**src/rtl/mux_ctrl_seq.sv**
```systemverilog
// mux_ctrl_seq: symbol mux sequencer framing TLPs with STP/DATA/END (or EDB on abort).
// Define SKP_INSERT_EN to add periodic SKP ordered-set insertion from IDLE.
module mux_ctrl_seq #(
    parameter int unsigned SKP_INTERVAL = 64
) (
    input  logic       CLK,
    input  logic       reset,
    input  logic       tlp_req,
    input  logic [3:0] tlp_len,
    input  logic       tlp_abort,
    output logic       tlp_ack,
    output logic       tlp_rd,
    output logic [3:0] ctrl_out,
    output logic       ctrl_vld,
    output logic       busy
);

    // state    | meaning
    // IDLE     | idle symbols, samples tlp_req (and skp_pending)
    // STP      | start-of-TLP framing symbol, one cycle
    // DATA     | TLP bytes, one per cycle, cnt counts down the latched length
    // END      | good end framing symbol, one cycle
    // EDB      | aborted-packet end symbol, one cycle
    // SKP_COM  | COM of the SKP ordered set, one cycle
    // SKP_SYM  | SKP symbols, three cycles
    localparam logic [2:0] ST_IDLE    = 3'd0;
    localparam logic [2:0] ST_STP     = 3'd1;
    localparam logic [2:0] ST_DATA    = 3'd2;
    localparam logic [2:0] ST_END     = 3'd3;
    localparam logic [2:0] ST_EDB     = 3'd4;
`ifdef SKP_INSERT_EN
    localparam logic [2:0] ST_SKP_COM = 3'd5;
    localparam logic [2:0] ST_SKP_SYM = 3'd6;
`endif

    localparam logic [3:0] SEL_TLP = 4'd0;
    localparam logic [3:0] SEL_STP = 4'd4;
    localparam logic [3:0] SEL_END = 4'd6;
    localparam logic [3:0] SEL_EDB = 4'd7;
    localparam logic [3:0] SEL_IDL = 4'd9;
`ifdef SKP_INSERT_EN
    localparam logic [3:0] SEL_COM = 4'd1;
    localparam logic [3:0] SEL_SKP = 4'd3;
`endif

    logic [2:0] state, next_state;
    logic [4:0] cnt, cnt_nxt;

    function automatic logic [3:0] sel_of(input logic [2:0] s);
        case (s)
            ST_STP:     sel_of = SEL_STP;
            ST_DATA:    sel_of = SEL_TLP;
            ST_END:     sel_of = SEL_END;
            ST_EDB:     sel_of = SEL_EDB;
`ifdef SKP_INSERT_EN
            ST_SKP_COM: sel_of = SEL_COM;
            ST_SKP_SYM: sel_of = SEL_SKP;
`endif
            default:    sel_of = SEL_IDL;
        endcase
    endfunction

`ifdef SKP_INSERT_EN
    localparam logic [7:0] SKP_RELOAD = 8'(SKP_INTERVAL);

    logic [7:0] skp_cnt;
    logic       skp_pending;
    logic       skp_expire;

    assign skp_expire = (skp_cnt == 8'd1);

    // Free-running interval down-counter; expiry re-arms the flag even mid ordered set.
    always_ff @(posedge CLK or negedge reset) begin
        if (!reset) begin
            skp_cnt     <= 8'd0;
            skp_pending <= 1'b0;
        end else begin
            skp_cnt <= (skp_cnt <= 8'd1) ? SKP_RELOAD : skp_cnt - 8'd1;
            if (skp_expire)
                skp_pending <= 1'b1;
            else if (state == ST_IDLE && next_state == ST_SKP_COM)
                skp_pending <= 1'b0;
        end
    end
`endif

    always_comb begin
        next_state = state;
        cnt_nxt    = cnt;
        case (state)
            ST_IDLE: begin
`ifdef SKP_INSERT_EN
                if (skp_pending)
                    next_state = ST_SKP_COM;
                else
`endif
                if (tlp_req) begin
                    next_state = ST_STP;
                    cnt_nxt    = (tlp_len == 4'd0) ? 5'd16 : {1'b0, tlp_len};
                end
            end
            ST_STP: next_state = ST_DATA;
            ST_DATA: begin
                // Abort on the final byte is too late to matter: the packet completes.
                if (cnt == 5'd1) begin
                    next_state = ST_END;
                    cnt_nxt    = 5'd0;
                end else if (tlp_abort) begin
                    next_state = ST_EDB;
                    cnt_nxt    = 5'd0;
                end else begin
                    cnt_nxt = cnt - 5'd1;
                end
            end
            ST_END: next_state = ST_IDLE;
            ST_EDB: next_state = ST_IDLE;
`ifdef SKP_INSERT_EN
            ST_SKP_COM: begin
                next_state = ST_SKP_SYM;
                cnt_nxt    = 5'd3;
            end
            ST_SKP_SYM: begin
                if (cnt == 5'd1) begin
                    next_state = ST_IDLE;
                    cnt_nxt    = 5'd0;
                end else begin
                    cnt_nxt = cnt - 5'd1;
                end
            end
`endif
            default: begin
                next_state = ST_IDLE;
                cnt_nxt    = 5'd0;
            end
        endcase
    end

    // Outputs are registered from next_state so they line up with the state they describe.
    always_ff @(posedge CLK or negedge reset) begin
        if (!reset) begin
            state    <= ST_IDLE;
            cnt      <= 5'd0;
            tlp_ack  <= 1'b0;
            tlp_rd   <= 1'b0;
            ctrl_out <= SEL_IDL;
            ctrl_vld <= 1'b0;
            busy     <= 1'b0;
        end else begin
            state    <= next_state;
            cnt      <= cnt_nxt;
            tlp_ack  <= (state == ST_IDLE) && (next_state == ST_STP);
            tlp_rd   <= (next_state == ST_DATA);
            ctrl_out <= sel_of(next_state);
            ctrl_vld <= (next_state != ST_IDLE);
            busy     <= (next_state != ST_IDLE);
        end
    end

endmodule
```
**config.mk**
```make
export PLATFORM = sky130hd
export DESIGN_NAME = mux_ctrl_seq
export DESIGN_NICKNAME = d
export VERILOG_FILES = /design/src/rtl/mux_ctrl_seq.sv
export SDC_FILE = /design/constraint.sdc
export NUM_CORES = 1
export LEC_CHECK = 0
export BUFFER_PORTS_ARGS = -buffer_cell sky130_fd_sc_hd__buf_2
export CORE_MARGIN = 2
export CORE_UTILIZATION = 45
export CTS_BUF_LIST = sky130_fd_sc_hd__clkbuf_8
export CTS_CLUSTER_SIZE = 20
export DETAILED_ROUTE_END_ITERATION = 12
export PLACE_DENSITY = 0.68
export SLEW_MARGIN = 20
export SYNTH_ARGS = -nofsm -noshare
export SYNTH_HDL_FRONTEND = slang
export SYNTH_SLANG_ARGS = --single-unit
export TNS_END_PERCENT = 5
```
**constraint.sdc**
```tcl
create_clock -name CLK -period 2.2 [get_ports CLK]
set_input_delay 0.33 -clock CLK [delete_from_list [all_inputs] [get_ports CLK]]
set_output_delay 0.33 -clock CLK [all_outputs]
set_load 0.02 [all_outputs]
```
# [Yosys cells after proc, flatten, opt, wreduce, memory -nomap -nowiden]
# Index checks and enable logic that the tools add are counted.
[totals] memories=0 latch_bits=0 mem_bits_ro=0 ramBits=0 reg_bits=15 inputBits=8 out_inout_bits=8
[op_classes] n_eq_ne=10 div_mod_pow=0 addsub=1 bitwise_logic=1 n_mul=0 n_lt_le_gt_ge=0 n_mux=10 n_reduce_logical=6 shift=0
[ops] operator="$mux 5" n=4
[ops] operator="$pmux 4 s4" n=1
[ops] operator="$pmux 5 s3" n=1
[ops] operator="$eq 3x2->1 const B" n=4
[ops] operator="$mux 3" n=3
[ops] operator="$pmux 3 s3" n=1
[ops] operator="$eq 3x1->1 const B" n=2
[ops] operator="$eq 3x3->1 const B" n=2
[ops] operator="$eq 5x1->1 const B" n=1
[ops] operator="$sub 5x1->5 const B" n=1
[ops] operator="$logic_not 4->1" n=1
[ops] operator="$logic_not 3->1" n=1
[ops] operator="$reduce_bool 3->1" n=1
[ops] operator="$reduce_or 3->1" n=1
[ops] operator="$ne 2x2->1 const B" n=1
[ops] operator="$reduce_and 2->1" n=1
[ops] operator="$logic_and 1x1->1" n=1
[ops] operator="$not 1->1" n=1

# [Logic depth before layout (Yosys ltp)]
# Gate-level depths: netlist of the first run.
[logic_depth] ltp_word=5 depth_mapped=7 ltp_nobuf=6

# [Worst setup path before layout of the first run]
# No wires, ideal clock.
[synth_timing] path_type="register to register" from="register state[2]" to="register cnt[2]" period_less_slack_ns=1.649 path_buffers=2 t_required_ns=2.136 setup_ns=0.064 arrival_ns=1.585 setup_slack_ns=0.551 path_stages_with_launch=7 cell_sequence="dfrtp_1 -> buf_6 -> or3b_4 -> or3_1 -> buf_2 -> o32ai_2 -> a21o_1"
[synth_between] elab_chain_cells=4 word_cells_on_any_way=10 classes_between="5 x eq/ne; 1 x mux; 1 x bitwise; 3 x reduce/logical"
[synth_lines] element="start, declared" line="46" text="logic [2:0] state, next_state;"
[synth_lines] element="start signal, assigned" line="149" text="state <= next_state;"
[synth_lines] element="parallel branches: the longest is 4 deep, another holds $pmux 5 s3"
[synth_lines] element="end signal, assigned" line="150" text="cnt <= cnt_nxt;"
[synth_lines] element="end, declared" line="47" text="logic [4:0] cnt, cnt_nxt;"
# Several ways; the timed one is not identified.
# A chain may end at the register's enable or synchronous reset.

# [Final worst setup path of the first run]
[layout_timing] from="register state[1]" to="register cnt[2]"
# Same word-level chain as after synthesis.

==> out/summary.txt, run 1 <==
Detailed Place HPWL - 1.03 mm
Power Density - 1480 mW/mm2
Largest net degree at the start of global routing - 16
First-pass GRT wire length - 2.53 mm
Leak Pwr - 0.444 nW
Fin crit share - 84.4%
Die area - 0.00205 mm2
H-tree levels - 1
Initial drt markers - 19
Hold Crit Start - tlp_abort
Post-CTS Setup Inserts - 0
RePlAce Congestion - 0.837
Flop2flop setup slack - 0.34 ns
DRC errors left - 0
Global route overflow - 0
Primary FF master, synth - dfrtp_1
Setup CP Type - reg -> reg
Row count - 14
Synth-to-Final Area Change - 17.0%
Asr flop ratio synth - 100%
# Max-Cap Violations - 0
Final max-slew violation count - 0
Worst skew pair latency - 0.25 ns
Die Y - 45.3 um
Number of global-route vias before repair - 533
Initial antenna violation count - 0
Yosys warns - 0
Syn Std Cell Area - 766 um2
#FFs+latches synth - 15
Final Worst Setup Slack - 0.342 ns
Worst r2r dst - cnt[2]$_DFFE_PN0P_
Max Clk Rate - 538 MHz
Setup violators final - 0
Synth Instances - 74
Share of cells above drive strength 1 - 27.8%
Slowest stage cell, crit path - dfrtp_1
Clock slew at reported path FFs - 0.07 ns
Leading cell type in the layout, fill and taps excluded - buf_2
Worst Setup End Kind - flop
Syn Nets - 84
Most frequent cells in the layout - 15 x buf_2, 13 x dfrtp_1, 5 x a21oi_1, 5 x nor2_1, 5 x inv_1
Tot GR Track Use - 17.9%
Initial cell density of the core - 49.1%
Startpoint class of the critical path - flop
Chip Width - 45.3 um
Worst setup path start - state[1]$_DFF_PN0_
Worst rel slew slack - 74.4%
Transition time of the tightest slew-check pin - 0.381 ns
DR vias/cell - 5.69
WHS Path Cells - 3
Post-route clock skew - 0.00976 ns
Post-Place Setup Slack - 0.410 ns
Max Fanout on Critical Path - 11
Num CTS Buffers - 3
Via count - 603
Worst r2r src - state[1]$_DFF_PN0_
Seq/Total Area, Yosys - 49.3%
Delay-heaviest family, CP - simple AND/OR/NAND/NOR gates
CTS Buffer Depth - 2
Avg Inst Size Synth - 10.3 um2
Post-route ant nets - 0
Number of synthesized flops with an enable pin - 0
Total power - 1.32 mW
Peak supply drop - 868 uV
Buffers and inverters on the worst path - 0
Final hold vios - 0
Req. time, crit path - 2.38 ns
Synth unique cells - 34
Setup_tns - 0 ns
WHS Endpoint - state[2]$_DFF_PN0_
IO Count - 16
DRT Pass-1 Iters - 4
Worst-path cell chain - or3b_4 -> or3_1 -> o32ai_2 -> a21o_1
Clk root buf - clkbuf_8
Number of fill cells - 134
Min Tclk post-route - 1.86 ns
Worst reg-to-reg path cell count - 4
RSZ-0062 raised after global routing - false
I/O Buffers - 15
TritonCTS clock tree - yes
Clk sinks - 15
Min Hold Slack - 0.342 ns
CTS resizes - 0
Final-stage net count - 101
Hold Path Class - in -> reg
Status - completed
Diodes inserted - 0
CP max stage delay - 0.51 ns
DRT Wirelength - 1.50 mm
CP arrival - 2.04 ns
Wire per inst - 14.1 um
Core area - 0.00156 mm2
per-layer routing:
metal | global-route usage (%) | vias to the layer above | wire length (um) | part of all wire (%)
li1 | - | 295 | - | -
met5 | 0 | - | 0 | 0
met3 | 4.00 | 0 | 84 | 5.6
met2 | 25.4 | 25 | 668 | 45
met1 | 25.4 | 283 | 743 | 50
met4 | 8.82 | 0 | 0 | 0
synth_stat cells (2+ instances only):
master / n / area share, %
dfrtp_1: 13 / 42
a21oi_1: 5 / 3.3
inv_1: 5 / 2.5
nor2_1: 5 / 2.5
a21o_1: 4 / 3.9
nand2_1: 4 / 2.0
clkbuf_1: 2 / 0.98
dfstp_2: 2 / 6.9
ha_1: 2 / 3.3
nand2b_1: 2 / 1.6
nor3_1: 2 / 1.3
nor4bb_1: 2 / 2.6
o21ai_0: 2 / 1.3
o21bai_1: 2 / 2.0
o22ai_1: 2 / 1.6
or3_1: 2 / 1.6
registers in the layout, indices dropped and copies added, names as in the netlist:
name      cells
busy          1
cnt           5
state         3
tlp_ack       1
ctrl_out      4
tlp_rd        1
timing repair:
item | CTS | global route
hold buffers | 1 | 0
setup endpoints to repair | 0 | 0
endpoints found under the hold margin | 13 | 0
worst min-delay path, cell delays in order:
cell and delay [ns]:
buf_2 0.11, nand2_1 0.07, nor2_1 0.05
report_power, final:
| part | total [mW] | internal, mW | switching, mW |
|---|---|---|---|
| Sequential | 0.506 | 0.402 | 0.104 |
| Combinational | 0.585 | 0.257 | 0.328 |
| Clock | 0.231 | 0.127 | 0.103 |
| Total | 1.32 | 0.786 | 0.536 |
worst max-delay path by stage:
stage	endpoint	slack, ns	cells past startpoint
after global placement	cnt[2]$_DFFE_PN0P_	0.49	4
after CTS	cnt[2]$_DFFE_PN0P_	0.36	4
after detailed placement	cnt[2]$_DFFE_PN0P_	0.41	4
final	cnt[2]$_DFFE_PN0P_	0.34	4
after global routing	cnt[2]$_DFFE_PN0P_	0.27	4
after floorplan	cnt[2]$_DFFE_PN0P_	0.55	6
cells by family after synthesis:
| family | count (synthesis) | synth area share [%] |
|---|---|---|
| and+or+nand+nor | 23 | 18.1 |
| AOI/OAI and AO/OA | 22 | 20.4 |
| xor gates and xnor gates | 2 | 2.29 |
| DFF | 15 | 49.3 |
| buffers and inverters | 10 | 6.54 |
| adders and majority gates | 2 | 3.27 |
through the flow:
stage          cell area [um2]  utilization (%)  instances
6_report                   896             57.5        106
5_1_grt                    896             57.5        106
4_1_cts                    896             57.5        106
3_5_place_dp               837             53.7        101
3_3_place_gp               837             53.7        101
2_1_floorplan              766                -         74
layout make-up:
class	count	area, um2	share of cell area [%]
well taps	16	20.0	2.23
inverters	5	18.8	2.09
flip-flops and latches	15	378	42.2
repair buffers	17	92.6	10.3
clock buffers	3	41.3	4.61
multi-input cells	49	338	37.7
clock inverters	1	7.51	0.838
Note: power is estimated with default switching activity, not from simulation.
==> run 2, diff against run 1 <==
- ABC_AREA: not set -> 1
- CORE_ASPECT_RATIO: not set -> 0.75
- PLACE_DENSITY: 0.68 -> 0.7
- clock period: 2.2 -> 1.7 ns (I/O delays scaled with it)
==> run 2 against run 1 <==
Effect of this change:
- register-to-register slack better by 0.08 ns
- via count rose by 6.5%
- total power grew 37%
- critical path type unchanged
- maximum frequency grew 46%
- non-clock buffer count fell by 1
- largest cell class unchanged
- routed wire length fell by 2.9%
- clock skew decreased by 0.0087 ns
- largest power group unchanged
==> out/summary.txt, run 2 <==
Status - completed
Setup CP Type - reg -> reg
Avg Inst Size Synth - 8.05 um2
Largest net degree at the start of global routing - 16
Number of global-route vias before repair - 538
Wire per inst - 10.3 um
Top cells by area, synth - dfrtp_1 40%, nand2_1 20%, dfstp_2 6.5%
Clock power share - 15.7%
Primary FF master, synth - dfrtp_1
Post-Place Setup Slack - 0.426 ns
CP arrival - 1.40 ns
Syn Nets - 110
Transition time of the tightest slew-check pin - 0.323 ns
Final-stage net count - 130
Min Hold Slack - 0.268 ns
DR vias/cell - 4.55
H-tree levels - 1
Max Fanout on Critical Path - 4
TritonCTS clock tree - yes
Row count - 13
#FFs+latches synth - 15
Num CTS Buffers - 3
Synth-to-Final Area Change - 18.8%
Synth unique cells - 19
Switching pwr - 0.819 mW
Flop2flop setup slack - 0.42 ns
Hold Path Class - in -> reg
Core area - 0.00171 mm2
Setup violators final - 0
Leading cell type in the layout, fill and taps excluded - nand2_1
Syn Std Cell Area - 805 um2
Synth Instances - 100
Req. time, crit path - 1.83 ns
Max Clk Rate - 783 MHz
Switching Share - 45.2%
Max reg flops - 5
Worst rel slew slack - 78.5%
DRC errors left - 0
CTS Buffer Depth - 2
Detailed Place HPWL - 1.16 mm
Clk sinks - 15
Chip Width - 52.8 um
Die area - 0.00215 mm2
Worst skew pair latency - 0.25 ns
Via count - 642
Peak supply drop - 855 uV
Worst reg-to-reg path cell count - 7
Share of cells above drive strength 1 - 31.1%
Global route overflow - 0
First-pass GRT wire length - 2.32 mm
Design Area, Final - 956 um2
Synth area leader - dfrtp_1
Internal - 0.993 mW
Diodes inserted - 0
Synth top area share - 40.4%
Post-CTS Setup Inserts - 0
Initial cell density of the core - 47.1%
Seq/Total Area, Yosys - 47.0%
Final max-slew violation count - 0
Post-route clock skew - 0.00103 ns
Most frequent cells in the layout - 42 x nand2_1, 15 x buf_2, 13 x dfrtp_1
Top Registers - cnt: 5 flops, ctrl_out: 4 flops, state: 3 flops
Placed cell areas - 900 um2
Clk root buf - clkbuf_8
Most common cell in the netlist - nand2_1
DRT Wirelength - 1.45 mm
Tot GR Track Use - 16.0%
Synth top cells by count - 42 x nand2_1, 13 x dfrtp_1, 12 x inv_1, 5 x nand3_1, 5 x nor2_1
Final Worst Setup Slack - 0.424 ns
RePlAce Congestion - 0.850
IO Count - 16
Yosys warns - 0
Worst Setup End Kind - flop
RSZ-0062 raised after global routing - false
Final hold vios - 0
Setup_tns - 0 ns
Initial antenna violation count - 0
Clock slew at reported path FFs - 0.06 ns
I/O Buffers - 15
DRT Pass-1 Iters - 4
Sequential cell fraction of total power - 34.2%
Startpoint class of the critical path - flop
Number of synthesized flops with an enable pin - 0
Min Tclk post-route - 1.28 ns
Die Y - 40.6 um
Combinational group share of total power - 50.1%
Asr flop ratio synth - 100%
Power Density - 1890 mW/mm2
WHS Path Cells - 3
Initial drt markers - 12
Fin crit share - 75.1%
# Max-Cap Violations - 0
Largest register by flop count - cnt
Post-route ant nets - 0
Leak Pwr - 0.562 nW
Final Util - 56.0%
## run 2: changes by cell type after synthesis, sizes merged, moves of 3 or more
cell | before | now
a21o | 4 | 1
a21oi | 5 | 2
inv | 5 | 15
nand2 | 4 | 44
nand3 | 0 | 8
nor2 | 5 | 9
## run 2: routing by layer
| metal | share of wire, % | vias up | routed length [um] | global-route usage [%] |
|---|---|---|---|---|
| met1 | 49 | 293 | 718 | 19.3 |
| met5 | 0 | - | 0 | 0 |
| met2 | 45 | 10 | 659 | 25.3 |
| met3 | 4.8 | 2 | 70 | 7.66 |
| li1 | - | 337 | - | - |
| met4 | 0.41 | 0 | 6 | 5.77 |
## run 2: timing repair
item                      CTS  global route
hold buffers                1             0
hold endpoints to repair   13             0
gates resized for setup     0             0
## run 2: worst paths after layout
path	to	startpoint
worst max register to register	busy$_DFF_PN0_	cnt[1]$_DFFE_PN0P_
min in group asynchronous	busy$_DFF_PN0_	reset
worst min register to register	cnt[1]$_DFFE_PN0P_	cnt[1]$_DFFE_PN0P_
worst max-delay path	busy$_DFF_PN0_	cnt[1]$_DFFE_PN0P_
worst min-delay path	ctrl_out[1]$_DFF_PN0_	tlp_abort
max in group asynchronous	ctrl_out[0]$_DFF_PN1_	reset
## run 2: power by group through the flow
stage / logic, mW / registers, mW / clock network [mW]
5_1_grt: 1.01 / 0.640 / 0.315
3_3_place_gp: 0.889 / 0.619 / 0
6_report: 0.908 / 0.619 / 0.284
4_1_cts: 0.912 / 0.620 / 0.294
3_5_place_dp: 0.907 / 0.625 / 0
2_1_floorplan: 0.621 / 0.705 / 0
## run 2: logic make-up after synthesis
logic type / Yosys count / synth area share, %
adder cells (fa/ha/maj): 2 / 3.11
AO/OA/AOI/OAI: 4 / 4.36
AND/OR/NAND/NOR: 62 / 36.5
XOR/XNOR: 1 / 1.09
buffers and inverters: 16 / 7.93
flip-flops: 15 / 47.0
## run 2: area by class of cell
cell class / instances / area [um2]
fillers: 162 / 752
flip-flops and latches: 15 / 378
multi-input cells: 69 / 363
repair buffers: 16 / 85.1
inverters: 15 / 56.3
clock buffers: 3 / 41.3
well taps: 22 / 27.5
clock inverters: 1 / 5.00
## run 2: worst max-delay path: stages, from the launching register on
cell and delay [ns]:
dfrtp_1 0.39, inv_1 0.08, ha_1 0.14, nand2_1 0.08
nor2_4 0.18, nand2_1 0.12, nand3_2 0.09, nand3_2 0.07
## run 2: through the flow
step           total power [mW]  std cells
2_1_floorplan              1.33        100
3_3_place_gp               1.51        136
3_5_place_dp               1.53        136
4_1_cts                    1.83        141
5_1_grt                    1.97        141
6_report                   1.81        141
==> run 3, diff against run 2 <==
- ABC_AREA: 1 -> 0
- CORE_ASPECT_RATIO: 0.75 -> not set
- clock period: 1.7 -> 1.05 ns (I/O delays scaled with it)
==> run 3 against run 2 <==
Effect of this change:
- setup slack lost 0.97 ns
- highest routed layer unchanged
- global-route usage grew 5.1 points
- clock power grew 69%
- hold slack lost 0.087 ns
- non-clock buffer count grew 18
- the flow now finishes with violations (negative setup slack)
- largest cell class is now multi-input combinational cells
- register-to-register slack lost 0.97 ns
- critical path depth shrank 3
- critical path type unchanged
- total power grew 86%
- clock-buffer cell count is the same
- first-iteration DRC count is the same
==> out/summary.txt, run 3 (synthesized netlist as in run 1, its figures left out) <==
RePlAce Congestion - 0.867
Core area - 0.00156 mm2
Status - finished with violations
Num CTS Buffers - 3
Row count - 14
Worst setup path start - state[0]$_DFF_PN0_
Fin crit share - 152%
Final-stage net count - 118
Failing checks - negative setup slack
Die area - 0.00205 mm2
Peak supply drop - 2070 uV
CTS Buffer Depth - 2
Transition time of the tightest slew-check pin - 0.341 ns
Max Fanout on Critical Path - 6
I/O Buffers - 15
Largest net degree at the start of global routing - 16
Setup CP Type - reg -> reg
Final Util - 69.7%
Final hold vios - 0
Worst skew pair latency - 0.25 ns
RSZ-0062 raised after global routing - true
H-tree levels - 1
Worst rel slew slack - 77.3%
First-pass GRT wire length - 3.04 mm
Crit path to - cnt[2]$_DFFE_PN0P_
Top Registers - cnt: 5 flops, ctrl_out: 4 flops, state: 3 flops
Setup_tns - -4.46 ns
Die Y - 45.3 um
Post-route ant nets - 0
Flop2flop setup slack - -0.55 ns
Number of global-route vias before repair - 706
Clock power share - 14.3%
Startpoint class of the critical path - flop
Met3 capacity usage during global routing - 3.60%
# Max-Cap Violations - 0
Max Clk Rate - 626 MHz
Req. time, crit path - 1.24 ns
Cell Count, Final, Fillers Out - 123
Initial drt markers - 12
Met1 usage - 27.2%
DRC errors left - 0
Initial antenna violation count - 0
Hold Path Class - in -> reg
Via count - 676
CP arrival - 1.78 ns
Worst reg-to-reg path cell count - 4
Final max-slew violation count - 0
Worst r2r dst - cnt[2]$_DFFE_PN0P_
Worst r2r src - state[0]$_DFF_PN0_
Internal - 2.06 mW
Max reg flops - 5
Leak Pwr - 0.539 nW
Diodes inserted - 0
DRT Pass-1 Iters - 4
Total power - 3.37 mW
DRT Wirelength - 1.81 mm
Tot GR Track Use - 21.1%
Grt peak-use layer - met2
Power Density - 3110 mW/mm2
Clock slew at reported path FFs - 0.07 ns
Met2 usage - 34.6%
Wire per inst - 14.7 um
Combinational group share of total power - 56.0%
Final Worst Setup Slack - -0.547 ns
Detailed Place HPWL - 1.16 mm
Leading cell type in the layout, fill and taps excluded - buf_4
Initial cell density of the core - 49.1%
Sequential cell fraction of total power - 29.8%
Dpl cells - 118
Synth-to-Final Area Change - 41.8%
Clk sinks - 15
Placed cell areas - 965 um2
Share of cells above drive strength 1 - 49.5%
Number of fill cells - 117
Post-CTS Setup Inserts - 0
Global route overflow - 0
DR vias/cell - 5.50
Most frequent cells in the layout - 17 x buf_4, 13 x dfrtp_1, 13 x buf_2
Min Tclk post-route - 1.60 ns
IO Count - 16
Worst Setup End Kind - flop
Post-route clock skew - 0.00876 ns
Largest register by flop count - cnt
Setup violators final - 13
Clk root buf - clkbuf_8
TritonCTS clock tree - yes
Switching pwr - 1.31 mW
Design Area, Final - 0.00109 mm2
Switching Share - 38.9%
Chip Width - 45.3 um
-- run 3: worst max-delay path: stages, from the launching register on --
cell and delay (ns):
dfrtp_1 0.39, or3b_4 0.41, or3_4 0.39, o32ai_2 0.22, a21o_1 0.11
-- run 3: per-layer routing --
layer  wire (um)  vias to the layer above
met4          26                        0
li1            -                      327
met1         850                      323
met2         851                       22
met5           0                        -
met3          76                        4
-- run 3: worst min-delay path by stage --
stage	slack, ns	to	cells past startpoint	from
6_report	0.18	cnt[0]$_DFFE_PN0P_	2	tlp_len[0]
5_1_grt	0.19	cnt[0]$_DFFE_PN0P_	2	tlp_len[0]
4_1_cts	0.18	cnt[0]$_DFFE_PN0P_	2	tlp_len[0]
3_5_place_dp	0.08	ctrl_out[1]$_DFF_PN0_	1	reset
3_3_place_gp	0.07	ctrl_out[1]$_DFF_PN0_	1	reset
2_1_floorplan	-0.14	busy$_DFF_PN0_	0	reset
-- run 3: what timing repair did --
| item | CTS | global route |
|---|---|---|
| pin swaps | 1 | 1 |
| gates resized for setup | 15 | 5 |
| endpoints found under the setup margin | 15 | 16 |
| endpoints found under the hold margin | 13 | 0 |
| hold buffers | 1 | 0 |
-- run 3: layout make-up --
cell class                 count  area, um2  share of cell area, %
inverter                       5       18.8                   1.73
sequential                    15        378                   34.8
clock inverter                 1       7.51                  0.691
multi-input combinational     49        384                   35.4
timing repair buffer          34        236                   21.8
clock buffer                   3       41.3                   3.80
tap                           16       20.0                   1.84
-- run 3: per-stage QoR --
step                      worst slack [ns]  hold WS [ns]
after floorplan                     -0.599        -0.138
after global placement              -0.556        0.0710
after detailed placement            -0.580        0.0825
after CTS                           -0.512         0.182
after global routing                -0.561         0.191
final                               -0.547         0.181
-- run 3: power groups by stage --
stage	Clock (mW)	Combinational, mW	Sequential [mW]
final	0.481	1.89	1.00
after global routing	0.511	2.05	1.03
after CTS	0.484	1.82	0.994
after detailed placement	0	1.67	0.955
after global placement	0	1.65	0.958
after floorplan	0	0.843	1.15
